===== src/rtl/bcd_display_scan.sv =====
// Time-multiplexed 7-segment scanner for a bank of latched BCD digits.
// Ports: clk, rst (async active-low), bcd_in/load -> shadow, seg/an/frame_tick out.
module bcd_display_scan #(
  parameter int NUM_DIGITS = 4,
  parameter int SCAN_DIV   = 4,
  parameter bit LZ_BLANK   = 1'b1
) (
  input  logic                    clk,
  input  logic                    rst,
  input  logic [4*NUM_DIGITS-1:0] bcd_in,
  input  logic                    load,
  output logic [6:0]              seg,
  output logic [NUM_DIGITS-1:0]   an,
  output logic                    frame_tick
);

  localparam int PW = $clog2(SCAN_DIV);
  localparam int SW = $clog2(NUM_DIGITS);
  localparam logic [PW-1:0] PRE_LAST = PW'(SCAN_DIV - 1);
  localparam logic [SW-1:0] IDX_LAST = SW'(NUM_DIGITS - 1);

  logic [4*NUM_DIGITS-1:0] shadow;
  logic [PW-1:0]           pre;
  logic [SW-1:0]           idx;

  logic [3:0]            dig [NUM_DIGITS];
  logic [NUM_DIGITS-1:0] nz_up;
  logic                  nz_acc;
  logic [3:0]            cur;
  logic                  blank;
  logic [6:0]            glyph;
  logic                  pre_wrap;
  logic                  idx_wrap;

  // nz_up[i]: digit i or any more significant digit is nonzero
  always_comb begin
    nz_acc = 1'b0;
    nz_up  = '0;
    for (int i = NUM_DIGITS - 1; i >= 0; i--) begin
      dig[i]   = shadow[4*i +: 4];
      nz_acc   = nz_acc | (dig[i] != 4'd0);
      nz_up[i] = nz_acc;
    end
  end

  always_comb begin
    cur   = dig[idx];
    blank = LZ_BLANK && (idx != '0) && !nz_up[idx];
  end

  always_comb begin
    unique case (cur)
      4'd0:    glyph = 7'h3F;
      4'd1:    glyph = 7'h06;
      4'd2:    glyph = 7'h5B;
      4'd3:    glyph = 7'h4F;
      4'd4:    glyph = 7'h66;
      4'd5:    glyph = 7'h6D;
      4'd6:    glyph = 7'h7D;
      4'd7:    glyph = 7'h07;
      4'd8:    glyph = 7'h7F;
      4'd9:    glyph = 7'h6F;
      default: glyph = 7'h79;
    endcase
  end

  assign pre_wrap = (pre == PRE_LAST);
  assign idx_wrap = (idx == IDX_LAST);

  always_ff @(posedge clk or negedge rst) begin
    if (!rst) begin
      shadow     <= '0;
      pre        <= '0;
      idx        <= '0;
      seg        <= 7'h00;
      an         <= '0;
      frame_tick <= 1'b0;
    end else begin
      an         <= NUM_DIGITS'(1) << idx;
      seg        <= blank ? 7'h00 : glyph;
      frame_tick <= pre_wrap && idx_wrap;
      if (pre_wrap) begin
        pre <= '0;
        idx <= idx_wrap ? '0 : idx + SW'(1);
      end else begin
        pre <= pre + PW'(1);
      end
      if (load) shadow <= bcd_in;
    end
  end

endmodule


===== config.mk =====
export PLATFORM = sky130hd
export DESIGN_NAME = bcd_display_scan
export DESIGN_NICKNAME = d
export VERILOG_FILES = /design/src/rtl/bcd_display_scan.sv
export SDC_FILE = /design/constraint.sdc
export NUM_CORES = 1
export LEC_CHECK = 0
export ABC_AREA = 1
export CAP_MARGIN = 20
export CELL_PAD_IN_SITES_DETAIL_PLACEMENT = 0
export CELL_PAD_IN_SITES_GLOBAL_PLACEMENT = 1
export CORE_MARGIN = 2
export CORE_UTILIZATION = 43
export CTS_BUF_LIST = sky130_fd_sc_hd__clkbuf_8
export DETAILED_ROUTE_END_ITERATION = 6
export GPL_TIMING_DRIVEN = 0
export HOLD_SLACK_MARGIN = 0.15
export PLACE_DENSITY_LB_ADDON = 0.2
export SKIP_LAST_GASP = 1
export SYNTH_ARGS = -nofsm -noshare
export SYNTH_HDL_FRONTEND = slang
export SYNTH_SLANG_ARGS = --single-unit

===== constraint.sdc =====
create_clock -name clk -period 2.9 [get_ports clk]
set_input_delay 0.29 -clock clk [delete_from_list [all_inputs] [get_ports clk]]
set_output_delay 0.29 -clock clk [all_outputs]
set_load 0.05 [all_outputs]

==> impl_metrics.json <==
{
  "ys_seq_area_share_pct": 50.2,
  "synth.yosys.warnings": 0,
  "power_density_nw_per_um2": 517,
  "ios": 31,
  "slew_headroom_pct": 46.4,
  "crit_fanout": 11,
  "multiInputGateArea_um2": 679,
  "startpoint_type": "register",
  "status": "completed",
  "cts.path.max_buffers": 2,
  "synth_cells": 184,
  "p_sw_uw": 308,
  "area_growth_syn_to_layout_pct": 29.5,
  "finalWorstPathRequiredPeriod_ns": 1.98,
  "whs_endpoint": "shadow[10]$_DFFE_PN0P_",
  "die_h_um": 64.9,
  "arrival_ns": 2.16,
  "netlist_area_um2": 1600,
  "cts.repair.resized": 0,
  "p_leak_nw": 1.05,
  "intPower_uw": 760,
  "slew_violations": 0,
  "crit_type": "reg2reg",
  "rows": 22,
  "die_w_um": 64.9,
  "reg2reg_to": "seg[3]$_DFF_PN0_",
  "ant_nets": 0,
  "firstDrtPassIters": 6,
  "dp_hpwl_um": 2400,
  "fin_hold_ws_ns": 0.354,
  "via_count": 1264,
  "r2r_slack_ns": 0.92,
  "grt_max_degree": 18,
  "finClkSkew_ns": 0.00914,
  "fill_cells": 338,
  "hold_viol": 0,
  "fmax_mhz": 504,
  "wire_per_inst_um": 11.4,
  "p_sw_share_pct": 28.8,
  "drc": 0,
  "nets": 250,
  "p_comb_share_pct": 20.5,
  "diodes": 0,
  "synth_edf_count": 0,
  "insertion_delay_ns": 0.29,
  "hold_class": "in2reg",
  "rsz0062_at_grt": "no",
  "synth_top_cell_area_share_pct": 50.2,
  "synth-seq-cells": 32,
  "maxCapViolCount": 0,
  "fp.coreArea_um2": 3610,
  "setup_tns_ns": 0,
  "ctsHtreeMaxLevel": 2,
  "syn_avg_cell_area_um2": 8.67,
  "ff2ff_path_depth": 10,
  "cts-hold-fix-buffers": 0,
  "synth_cell_types": 19,
  "drt_iter0_drc": 79,
  "synth_area_leaders": "dfrtp_1 50%, nand2_1 14%, ha_1 7.8%, mux2_2 4.9%, inv_1 4.7%",
  "seqCellArea_um2": 801,
  "r2r_start": "idx[0]$_DFFE_PN0P_",
  "peakVddDrop_uv": 218,
  "cts_root_buf": "clkbuf_8",
  "synth_nets": 213,
  "grt_pass1_wl_um": 5300,
  "path_clk_slew_ns": 0.07,
  "cts_buffers": 5,
  "drt_wl_total_um": 3090,
  "grt_antenna_before_repair": 0,
  "period_share_pct": 68.4,
  "critPathRequiredTime_ns": 3.08,
  "die_area_um2": 4210,
  "cts_setup_buffers": 0,
  "overflow": 0,
  "ys.flop_type": "dfrtp_1",
  "hold_start": "load",
  "drive_gt1_share_pct": 12.6,
  "setup_viol": 0,
  "yosysMostFrequentCell": "nand2_1",
  "worstHoldPathCells": 2,
  "portBuffers": 29,
  "worst_slew_pin_slew_ns": 0.801,
  "yosysTopAreaCell": "dfrtp_1",
  "via_per_inst": 4.68,
  "async_flop_share_pct": 100,
  "start_util_pct": 44.2,
  "power_frac_clock_pct": 32.7,
  "grt_usage_pct": 16.7,
  "gp_congestion": 0.789,
  "cts_tree": "yes",
  "synthTopCellsByCount": "60 x nand2_1, 32 x dfrtp_1, 20 x inv_1, 13 x nand3_1, 13 x nor2_1",
  "seq_power_share_pct": 46.9,
  "grt_pass1_vias": 1236,
  "cp-end-kind": "register",
  "clkSinkCount": 32
}
==> layout by cell type (no fill, tap or decap), drive strengths merged <==
cell and n:
nand2 64, dfrtp 32, clkdlybuf4s50 29, inv 22, nand3 15, nor2 13, o21ai 11, ha 10
mux2 7, clkbuf 7, buf 5, nand3b 2, clkinv 2, a21oi 1, a32oi 1, o211ai 1
==> critical path, stage by stage (launching register included) <==
cell and delay, ns:
dfrtp_1 0.45, inv_2 0.12, buf_6 0.15, nand2_1 0.06
a32oi_1 0.33, inv_1 0.15, ha_1 0.33, nand3_1 0.10
nand3_1 0.09, nand2_1 0.06, inv_1 0.04
==> through the flow <==
| stage | worst slack, ns | cell area (µm²) | instances | util (%) | power [mW] |
|---|---|---|---|---|---|
| 6_report | 0.916 | 2070 | 270 | 57.3 | 1.07 |
| 5_1_grt | 0.795 | 2070 | 270 | 57.3 | 1.13 |
| 4_1_cts | 0.937 | 2070 | 270 | 57.3 | 1.08 |
| 3_5_place_dp | 0.960 | 1970 | 262 | 54.7 | 0.729 |
| 3_3_place_gp | 0.965 | 1950 | 261 | 54.0 | 0.719 |
| 2_1_floorplan | 1.21 | 1600 | 184 | - | 0.642 |
==> sequential cells by signal, summed over array words and instances (netlist names) <==
name / count
pre: 2
idx: 2
an: 4
frame_tick: 1
seg: 7
shadow: 16
==> per-layer routing <==
| layer | up-vias | part of all wire, % | track usage [%] |
|---|---|---|---|
| met3 | 5 | 4.4 | 3.65 |
| met2 | 28 | 50 | 29.1 |
| li1 | 643 | - | - |
| met1 | 588 | 44 | 19.1 |
| met5 | - | 0 | 0 |
| met4 | 0 | 1.7 | 8.78 |
==> layout make-up <==
| type | instances | share of cell area [%] |
|---|---|---|
| flip-flops and latches | 32 | 38.8 |
| multi-input cells | 125 | 32.9 |
| repair buffers | 30 | 15.4 |
| clock buffers | 6 | 4.00 |
| inverters | 22 | 4.00 |
| well taps | 48 | 2.91 |
| plain buffers | 5 | 1.57 |
| clock inverters | 2 | 0.485 |
==> logic make-up (layout without fill, tap and decap cells) <==
| family | count (synthesis) | in the layout | synth area share, % |
|---|---|---|---|
| buffers and inverters | 27 | 65 | 7.22 |
| adders and majority gates | 10 | 10 | 7.84 |
| muxes | 7 | 7 | 4.94 |
| DFF | 32 | 32 | 50.2 |
| AOI/OAI and AO/OA | 14 | 14 | 4.78 |
| and+or+nand+nor | 94 | 94 | 25.0 |
==> worst max-delay path by stage <==
stage,startpoint,endpoint,slack (ns),depth (start not counted)
final,idx[0]$_DFFE_PN0P_,seg[3]$_DFF_PN0_,0.92,10
after global placement,idx[0]$_DFFE_PN0P_,seg[3]$_DFF_PN0_,0.96,9
after detailed placement,idx[0]$_DFFE_PN0P_,seg[3]$_DFF_PN0_,0.96,9
after floorplan,idx[0]$_DFFE_PN0P_,seg[3]$_DFF_PN0_,1.21,10
after CTS,idx[0]$_DFFE_PN0P_,seg[3]$_DFF_PN0_,0.94,9
after global routing,idx[0]$_DFFE_PN0P_,seg[3]$_DFF_PN0_,0.80,10
==> power by group through the flow <==
stage,registers (mW),logic (mW),clock network (mW)
after floorplan,0.557,0.0853,0
after global placement,0.509,0.210,0
after detailed placement,0.510,0.219,0
after CTS,0.501,0.220,0.358
after global routing,0.504,0.241,0.382
final,0.501,0.219,0.349
No activity file was read; power rests on OpenSTA's default activity.
==> patch: new RTL, config.mk and constraints unchanged <==
Make the reset (`rst`) synchronous in one clocked block. Comments in the files are not updated.
--- a/src/rtl/bcd_display_scan.sv
+++ b/src/rtl/bcd_display_scan.sv
@@ -68,5 +68,5 @@
   assign idx_wrap = (idx == IDX_LAST);
 
-  always_ff @(posedge clk or negedge rst) begin
+  always_ff @(posedge clk) begin
     if (!rst) begin
       shadow     <= '0;
Check against the original RTL: differs if rst is asserted again (counterexample within 4 cycles, from zero or initial values and one cycle with rst low); with rst held inactive, the same outputs for 10 cycles.
==> patch against the unedited design <==
  * Synthesized area fell by 6.2%
  * Largest cell class is now multi-input gates
  * Worst setup slack improved by 0.21 ns
  * Cell area decreased by 6.2%
  * Wire length decreased by 3.5%
  * Largest power group unchanged
  * Critical path depth up 3
  * Sequential cell count unchanged
  * Clock power down 2%
  * Power is 7.4% higher
  * Critical endpoint is now seg[4]$_SDFF_PP0_
==> patch: results (changes against the unedited design) <==
Adder-Cell Fraction of Synth Area -> 0.0753 (-0.00318)
ys async rst share -> 0 (-1.00)
Initial DRC Count -> 31 (-61%)
met2 usage -> 0.286 (-0.00533)
crit path DAT -> 1.94 ns (-0.22 ns)
max incr delay on CP -> 0.33 ns (-0.12 ns)
compound-cell area share of the yosys netlist -> 0.109 (+0.0609)
status -> finished, final reports clean
first-pass GRT wire length -> 5430 um (+2.5%)
1st-pass router iterations -> 4 (-2)
hold path depth -> 1 (-1)
number of fill cells -> 348 (+3.0%)
Final HPWL DP -> 2330 um (-2.9%)
Critical Path Slowest Stage Cell -> dfxtp_1
pin count of the biggest net entering global routing -> 11 (-7)
part of the Yosys area used for sequential elements -> 0.428 (-0.0739)
CP max FO -> 8 (-3)
post-synthesis mux area share -> 0 (-0.0494)
P_leak -> 0.935 nW (-11%)
register share of total power -> 0.437 (-0.032)
Nets -> 275 (+10%)
HP Start -> pre[0]$_SDFF_PP0_
met3 usage -> 0.0505 (+0.0140)
cell-internal power -> 0.786 mW (+3.3%)
FF-to-FF path depth -> 13 (+3)
routability cong. -> 0.834 (+5.7%)
share of layout cells above drive strength 1 -> 0.0968 (-0.0294)
Crit path required time -> 3.07 ns (about the same)
peak supply drop -> 0.267 mV (+22%)
Slew Limit Headroom -> 0.666 (+0.202)
post-synth net total -> 239 (+12%)
clk_skew -> 0.0131 ns (+0.00401 ns)
worst r2r src -> idx[1]$_SDFFE_PN0P_
Synth top cells by count -> nor2_1, nand2_1, dfxtp_1
[patch: cell types whose count changed after synthesis, sizes merged, moves of 7 or more]
cell / unedited run / this run
o21ai: 11 / 21
dfrtp: 32 / 0
mux2: 7 / 0
nor2: 13 / 49
a21oi: 1 / 10
dfxtp: 0 / 32
nand2: 64 / 42
[patch: final cells by class]
type                       instances  area [um^2]  share of cell area
timing repair buffer              29          290               0.150
buffer                             7         36.3              0.0187
multi-input combinational        145          718               0.371
tap                               46         57.6              0.0297
inverter                          27          101              0.0523
clock buffer                       6         82.6              0.0426
sequential                        32          641               0.331
clock inverter                     2         10.0             0.00517
[patch: worst max path at each step]
| stage | startpoint | end | slack (ns) | cells after the start |
|---|---|---|---|---|
| global placement | rst | shadow[11]$_SDFFE_PN0P_ | 1.11 | 5 |
| floorplan | idx[1]$_SDFFE_PN0P_ | seg[3]$_SDFF_PP0_ | 1.39 | 11 |
| detailed placement | rst | shadow[12]$_SDFFE_PN0P_ | 1.09 | 5 |
| CTS | idx[1]$_SDFFE_PN0P_ | seg[4]$_SDFF_PP0_ | 1.12 | 13 |
| global route | idx[1]$_SDFFE_PN0P_ | seg[4]$_SDFF_PP0_ | 0.95 | 13 |
| finish | idx[1]$_SDFFE_PN0P_ | seg[4]$_SDFF_PP0_ | 1.13 | 13 |
[patch: stage by stage]
step           total power [mW]  area [um^2]  instances
2_1_floorplan             0.721         1500        211
3_3_place_gp              0.815         1840        286
3_5_place_dp              0.819         1840        286
4_1_cts                    1.16         1940        294
5_1_grt                    1.23         1940        294
6_report                   1.15         1940        294
[patch: per-layer routing]
layer  vias to the layer above  part of all wire
li1                        720                 -
met1                       581              0.49
met2                        30              0.46
met3                         2             0.039
met4                         0            0.0047
met5                         -                 0
